$ cat src/rtl/rf_pkg.sv
// Shared defaults and helpers for the register file with pending-write scoreboard.
package rf_pkg;

  localparam int RF_WIDTH = 32;
  localparam int RF_NREG  = 32;
  localparam int RF_NRD   = 2;
  localparam int RF_CNTW  = 2;

  function automatic int cnt_max(input int cntw);
    return (1 << cntw) - 1;
  endfunction

endpackage

$ cat src/rtl/sb_counter.sv
// Saturating up/down pending-write counter with synchronous clear and async reset.
module sb_counter
  import rf_pkg::*;
#(
  parameter int CNTW = RF_CNTW
) (
  input  logic            clk,
  input  logic            rst_n,
  input  logic            clr,
  input  logic            inc,
  input  logic            dec,
  output logic [CNTW-1:0] cnt
);

  localparam logic [CNTW-1:0] MAX = CNTW'(cnt_max(CNTW));

  logic dec_ok;

  // A decrement on an empty counter does not count, so a paired increment still applies
  assign dec_ok = dec && (cnt != '0);

  always_ff @(posedge clk or negedge rst_n) begin
    if (!rst_n) begin
      cnt <= '0;
    end else if (clr) begin
      cnt <= '0;
    end else if (inc && !dec_ok && (cnt != MAX)) begin
      cnt <= cnt + CNTW'(1);
    end else if (dec_ok && !inc) begin
      cnt <= cnt - CNTW'(1);
    end
  end

endmodule

$ cat src/rtl/regfile_sb.sv
// Parametrised register file with per-register outstanding-writeback scoreboard
// so decode can detect RAW hazards directly from the read ports.
module regfile_sb
  import rf_pkg::*;
#(
  parameter int WIDTH  = RF_WIDTH,
  parameter int NREG   = RF_NREG,
  parameter int NRD    = RF_NRD,
  parameter int CNTW   = RF_CNTW,
  parameter int BYPASS = 1,
  parameter int AW     = $clog2(NREG)
) (
  input  logic                 clk,
  input  logic                 rst_n,
  input  logic [NRD*AW-1:0]    rd_addr,
  output logic [NRD*WIDTH-1:0] rd_data,
  output logic [NRD-1:0]       rd_busy,
  input  logic                 iss_val,
  input  logic [AW-1:0]        iss_addr,
  output logic                 iss_rdy,
  input  logic                 wb_en,
  input  logic [AW-1:0]        wb_addr,
  input  logic [WIDTH-1:0]     wb_data,
  input  logic                 sb_clr,
  output logic                 sb_err
);

  localparam logic [CNTW-1:0] CMAX = CNTW'(cnt_max(CNTW));

  logic [WIDTH-1:0] rf  [NREG];
  logic [CNTW-1:0]  cnt [NREG];

  // Entry 0 is never written, so it stays at its reset value of zero
  always_ff @(posedge clk or negedge rst_n) begin
    if (!rst_n) begin
      for (int r = 0; r < NREG; r++) rf[r] <= '0;
    end else if (wb_en && (wb_addr != '0)) begin
      rf[wb_addr] <= wb_data;
    end
  end

  assign iss_rdy = (cnt[iss_addr] != CMAX) || (wb_en && (wb_addr == iss_addr));

  assign cnt[0] = '0;

  for (genvar r = 1; r < NREG; r++) begin : g_cnt
    sb_counter #(.CNTW(CNTW)) u_cnt (
      .clk   (clk),
      .rst_n (rst_n),
      .clr   (sb_clr),
      .inc   (iss_val && iss_rdy && (iss_addr == AW'(r))),
      .dec   (wb_en && (wb_addr == AW'(r))),
      .cnt   (cnt[r])
    );
  end

  always_ff @(posedge clk or negedge rst_n) begin
    if (!rst_n) begin
      sb_err <= 1'b0;
    end else if (wb_en && (wb_addr != '0) && (cnt[wb_addr] == '0)) begin
      sb_err <= 1'b1;
    end
  end

  for (genvar i = 0; i < NRD; i++) begin : g_rd
    logic [AW-1:0] a;
    logic          wb_hit;

    assign a      = rd_addr[i*AW +: AW];
    assign wb_hit = (BYPASS != 0) && wb_en && (wb_addr == a) && (a != '0);

    assign rd_data[i*WIDTH +: WIDTH] = wb_hit ? wb_data : rf[a];
    // The last outstanding write is being forwarded right now, so the reader need not stall
    assign rd_busy[i] = (cnt[a] != '0) && !(wb_hit && (cnt[a] == CNTW'(1)));
  end

endmodule

$ cat config.mk
export PLATFORM = sky130hd
export DESIGN_NAME = regfile_sb
export DESIGN_NICKNAME = d
export VERILOG_FILES = /design/src/rtl/rf_pkg.sv /design/src/rtl/sb_counter.sv /design/src/rtl/regfile_sb.sv
export SDC_FILE = /design/constraint.sdc
export NUM_CORES = 2
export LEC_CHECK = 0
export CAP_MARGIN = 10
export CELL_PAD_IN_SITES_DETAIL_PLACEMENT = 0
export CELL_PAD_IN_SITES_GLOBAL_PLACEMENT = 2
export CORE_UTILIZATION = 30
export DETAILED_ROUTE_END_ITERATION = 6
export GPL_TIMING_DRIVEN = 0
export PLACE_DENSITY = 0.69
export SLEW_MARGIN = 20
export SYNTH_ARGS = -nofsm -noshare
export SYNTH_HDL_FRONTEND = slang
export SYNTH_SLANG_ARGS = --single-unit
$ cat constraint.sdc
create_clock -name clk -period 5.7 [get_ports clk]
set_input_delay 1.425 -clock clk [delete_from_list [all_inputs] [get_ports clk]]
set_output_delay 1.425 -clock clk [all_outputs]
set_load 0.01 [all_outputs]
==> results.yml <==
status:
  result_of_the_run: "complete, but fails checks"
  violations: "DRC"
route:
  total_wire_length_after_detailed_routing_um: 255000
  via_per_inst: 5.76
  drt_pre_antenna_iters: 7
  routed_wire_length_per_instance_um: 33.4
  detail_route.iter0.violations: 4724
  drt_drc_violations_left: 4
  postRouteAntennaNets: 0
  total_via_count_in_the_routed_design: 43964
pwr:
  share_clk_of_total_power_pct: 37.0
  power_switching_share_pct: 29.1
  power_frac_comb_pct: 21.7
  ir_drop_mv: 0.352
  net-switching-power_uw: 7100
  power_leakage_uw: 0.0304
  power_report.internal_total_uw: 17300
  powerDensity_nw_per_um2: 344
  seqPwrFrac_pct: 41.3
clock_tree:
  clk_latency_ns: 0.82
  h-tree-depth: 4
  cts_buffers: 135
  reg_clk_slew_reported_paths_ns: 0.06
  cts_tree: "yes"
  numClockSinks: 1087
  root_buffer: "sky130_fd_sc_hd__clkbuf_16"
  clock_path_buffers: 3
  cts.hold.buffers_added: 0
yosys:
  postSynth.asyncResetShare_pct: 100
  yosysSeqAreaShare_pct: 45.1
  yosys.area.top_type_share_pct: 45.1
  synth_area_um2: 60300
  number_of_enable_flip_flop_cells_after_synthesis: 0
  syn-instance-count: 4609
  post_synth_main_area_contributors: "sky130_fd_sc_hd__dfrtp_1 (45%), sky130_fd_sc_hd__mux4_2 (26%), sky130_fd_sc_hd__mux2_2 (13%)"
  syn-num-nets: 4666
  cell_type_with_the_largest_total_area_after_synthesis: "sky130_fd_sc_hd__dfrtp_1"
  yosysWarningCount: 0
  synth_cell_type_count: 62
  postSynthAreaPerCell_um2: 13.1
  ys_dominant_reg_cell: "sky130_fd_sc_hd__dfrtp_1"
  synth_seq_cells: 1087
layout:
  post-route-util_pct: 35.4
  layout.cell_area.non_filler_um2: 70800
  layout.cells.non_filler: 7637
  design.final.nets: 4928
  area.growth.synth_to_final_pct: 17.4
  drive_above_1_share_pct: 37.9
floorplan:
  chipWidth_um: 450
  die_y_um: 450
  number_of_rows_in_the_core_area: 164
  initial_utilization_pct: 30.2
  top_level_ports: 125
  dieArea_um2: 203000
  core_um2: 200000
min_path:
  holdCritPathClass: "flip-flop to flip-flop"
setup_path:
  critical-path-top-delay-family: "buffers and inverters"
  critical_path_peak_fanout: 10
  cp_num_buf_inv: 5
  ordered_cell_list_for_the_critical_path: "buf_2 -> buf_6 -> clkbuf_8 -> buf_4 -> mux4_2 -> mux4_2 -> mux2i_1 -> o21ai_1 -> clkdlybuf4s50_1"
  critPathMostFrequentCell: "sky130_fd_sc_hd__mux4_2"
  data_required_time_at_the_worst_endpoint_ns: 4.28
  setup.worst_path.end_class: "output pin"
  r2r_setup_slack_ns: 3.15
  timing.critical_path.arrival_ns: 4.26
  critical_path.startpoint_type: "primary input"
  critPathSlowestCell: "sky130_fd_sc_hd__clkdlybuf4s50_1"
  worst_path_largest_cell_delay_ns: 0.54
  setup.worst_path.class: "primary input to output pin"
placement:
  placed_cells_incl_taps: 7386
  routability_congestion_estimate: 0.896
  place_ws_ns: -1.99
  placement.io_buffers: 109
  detailed_place.area_um2: 65100
  place.detailed.hpwl_um: 182000
global_routing:
  grt_first_pass_wirelength_um: 355000
  grt_util_all_layers_pct: 25.0
  grt_overflow: 0
  initial_antenna_violation_count: 27
  vias_in_the_first_global_route: 43890
  grt_start_max_net_pins: 140
job:
  maxCapViolations: 0
timing:
  slew_headroom_pct: 18.0
  layout_setup_ws_ns: 0.0172
  timing.setup.tns_ns: 0
  period_share_pct: 99.7
  final_max_slew_viol_count: 0
  finalCriticalPeriod_ns: 5.68
  report.final.hold_viol_count: 0
  tightest_slew_ns: 1.23
  setup_violations: 0
  max_freq_mhz: 176
  worst_clock_skew_ns: 0.0105
  rsz0062_at_grt: "yes"
## registers in the layout, summed over array words and instances (netlist names)
register / cells
rf: 1024
g_cnt.u_cnt.cnt: 62
sb_err: 1
## layer usage
layer / vias up / global-route usage (%) / wire length (um)
met3: 538 / 5.47 / 19200
li1: 17576 / - / -
met4: 18 / 11.8 / 13400
met5: - / 0 / 103
met1: 23857 / 33.5 / 106000
met2: 1975 / 38.6 / 116000
## power groups by stage
| stage | clock network (uW) | registers [uW] | logic (uW) |
|---|---|---|---|
| floorplan | 0 | 9820 | 3470 |
| global placement | 0 | 10100 | 5090 |
| detailed placement | 0 | 10200 | 5200 |
| CTS | 9140 | 10000 | 5270 |
| global route | 9400 | 10200 | 5560 |
| finish | 9010 | 10100 | 5280 |
## cell usage in the layout (no fill, tap or decap), types with 8 or more instances in the layout
cell type | Yosys | routed
sky130_fd_sc_hd__a211oi_1 | 20 | 20
sky130_fd_sc_hd__a21oi_1 | 51 | 51
sky130_fd_sc_hd__a31oi_1 | 14 | 14
sky130_fd_sc_hd__and2_1 | 14 | 14
sky130_fd_sc_hd__and3_1 | 8 | 8
sky130_fd_sc_hd__buf_16 | 0 | 11
sky130_fd_sc_hd__buf_2 | 111 | 32
sky130_fd_sc_hd__buf_4 | 3 | 25
sky130_fd_sc_hd__buf_6 | 4 | 66
sky130_fd_sc_hd__buf_8 | 0 | 12
sky130_fd_sc_hd__bufinv_16 | 0 | 9
sky130_fd_sc_hd__clkbuf_1 | 335 | 268
sky130_fd_sc_hd__clkbuf_16 | 0 | 142
sky130_fd_sc_hd__clkbuf_2 | 0 | 58
sky130_fd_sc_hd__clkbuf_4 | 0 | 19
sky130_fd_sc_hd__clkbuf_8 | 0 | 47
sky130_fd_sc_hd__clkdlybuf4s50_1 | 0 | 90
sky130_fd_sc_hd__clkinv_2 | 0 | 24
sky130_fd_sc_hd__dfrtp_1 | 1087 | 1087
sky130_fd_sc_hd__dlygate4sd2_1 | 0 | 16
sky130_fd_sc_hd__mux2_2 | 678 | 678
sky130_fd_sc_hd__mux2i_1 | 77 | 73
sky130_fd_sc_hd__mux4_2 | 685 | 685
sky130_fd_sc_hd__nand2_1 | 1076 | 1076
sky130_fd_sc_hd__nand2b_1 | 17 | 17
sky130_fd_sc_hd__nand3_1 | 17 | 17
sky130_fd_sc_hd__nand4_1 | 12 | 12
sky130_fd_sc_hd__nor2_1 | 69 | 63
sky130_fd_sc_hd__nor2b_1 | 16 | 15
sky130_fd_sc_hd__nor3_1 | 35 | 35
sky130_fd_sc_hd__nor3b_1 | 25 | 25
sky130_fd_sc_hd__o21ai_0 | 99 | 75
sky130_fd_sc_hd__o21ai_1 | 0 | 8
sky130_fd_sc_hd__o21ai_2 | 0 | 16
sky130_fd_sc_hd__xnor2_1 | 9 | 9
## worst register-to-register path, delay by kind of cell (launching register included)
kind,cells,cell delay (ns)
AOI/OAI and AO/OA,4,0.78
buffers and inverters,2,0.39
DFF,1,0.52
and+or+nand+nor,1,0.26
muxes,1,0.52
## cells by family after synthesis
| logic type | after synthesis | share of synthesized area [%] |
|---|---|---|
| compound gates | 246 | 2.53 |
| xor+xnor | 16 | 0.232 |
| buf+inv | 483 | 3.31 |
| flops | 1087 | 45.1 |
| mux | 1442 | 39.6 |
| simple gates | 1335 | 9.20 |
## cell type report
cell class	count	area (um^2)
fill	19383	129000
multi-input combinational	3039	31200
sequential	1087	27200
clock buffer	196	3970
tap	2656	3320
buffer	477	2990
timing repair buffer	125	1430
clock inverter	46	597
inverter	6	22.5
antenna	5	12.5
## timing repair
| item | CTS | global route |
|---|---|---|
| gates resized for setup | 368 | 26 |
| setup endpoints to repair | 67 | 40 |
| buffers inserted | 1 | 2 |
| cloned | 0 | 0 |
| pin swaps | 1 | 1 |
## synthesized netlist by cell type (all sizes together), types with 8 or more instances
library cell / n
clkbuf: 335
a211oi: 20
and2: 14
a21oi: 52
nand2: 1076
xnor2: 9
nand2b: 17
a31oi: 15
nand3: 18
and3: 8
mux4: 687
mux2: 678
nor4: 12
buf: 142
nor3: 36
nor2: 69
nor3b: 26
mux2i: 77
dfrtp: 1087
nor2b: 16
nand4: 12
o21ai: 99
## final timing paths
check,endpoint,startpoint,cells past startpoint
max,rd_data[40],rd_addr[6],9
min,rf[997],rf[997],1
max reg2reg,g_cnt[14].u_cnt.cnt[1],g_cnt[13].u_cnt.cnt[0],8
min reg2reg,rf[997],rf[997],1
max in group asynchronous,rf[817],rst_n,4
min in group asynchronous,rf[965],rst_n,1
## through the flow
step           total power [uW]  hold WS [ns]
2_1_floorplan             13300         0.441
4_1_cts                   24400         0.477
6_report                  24400         0.477
3_3_place_gp              15200         0.453
3_5_place_dp              15400         0.464
5_1_grt                   25200         0.499
Note: power is estimated with default switching activity, not from simulation.
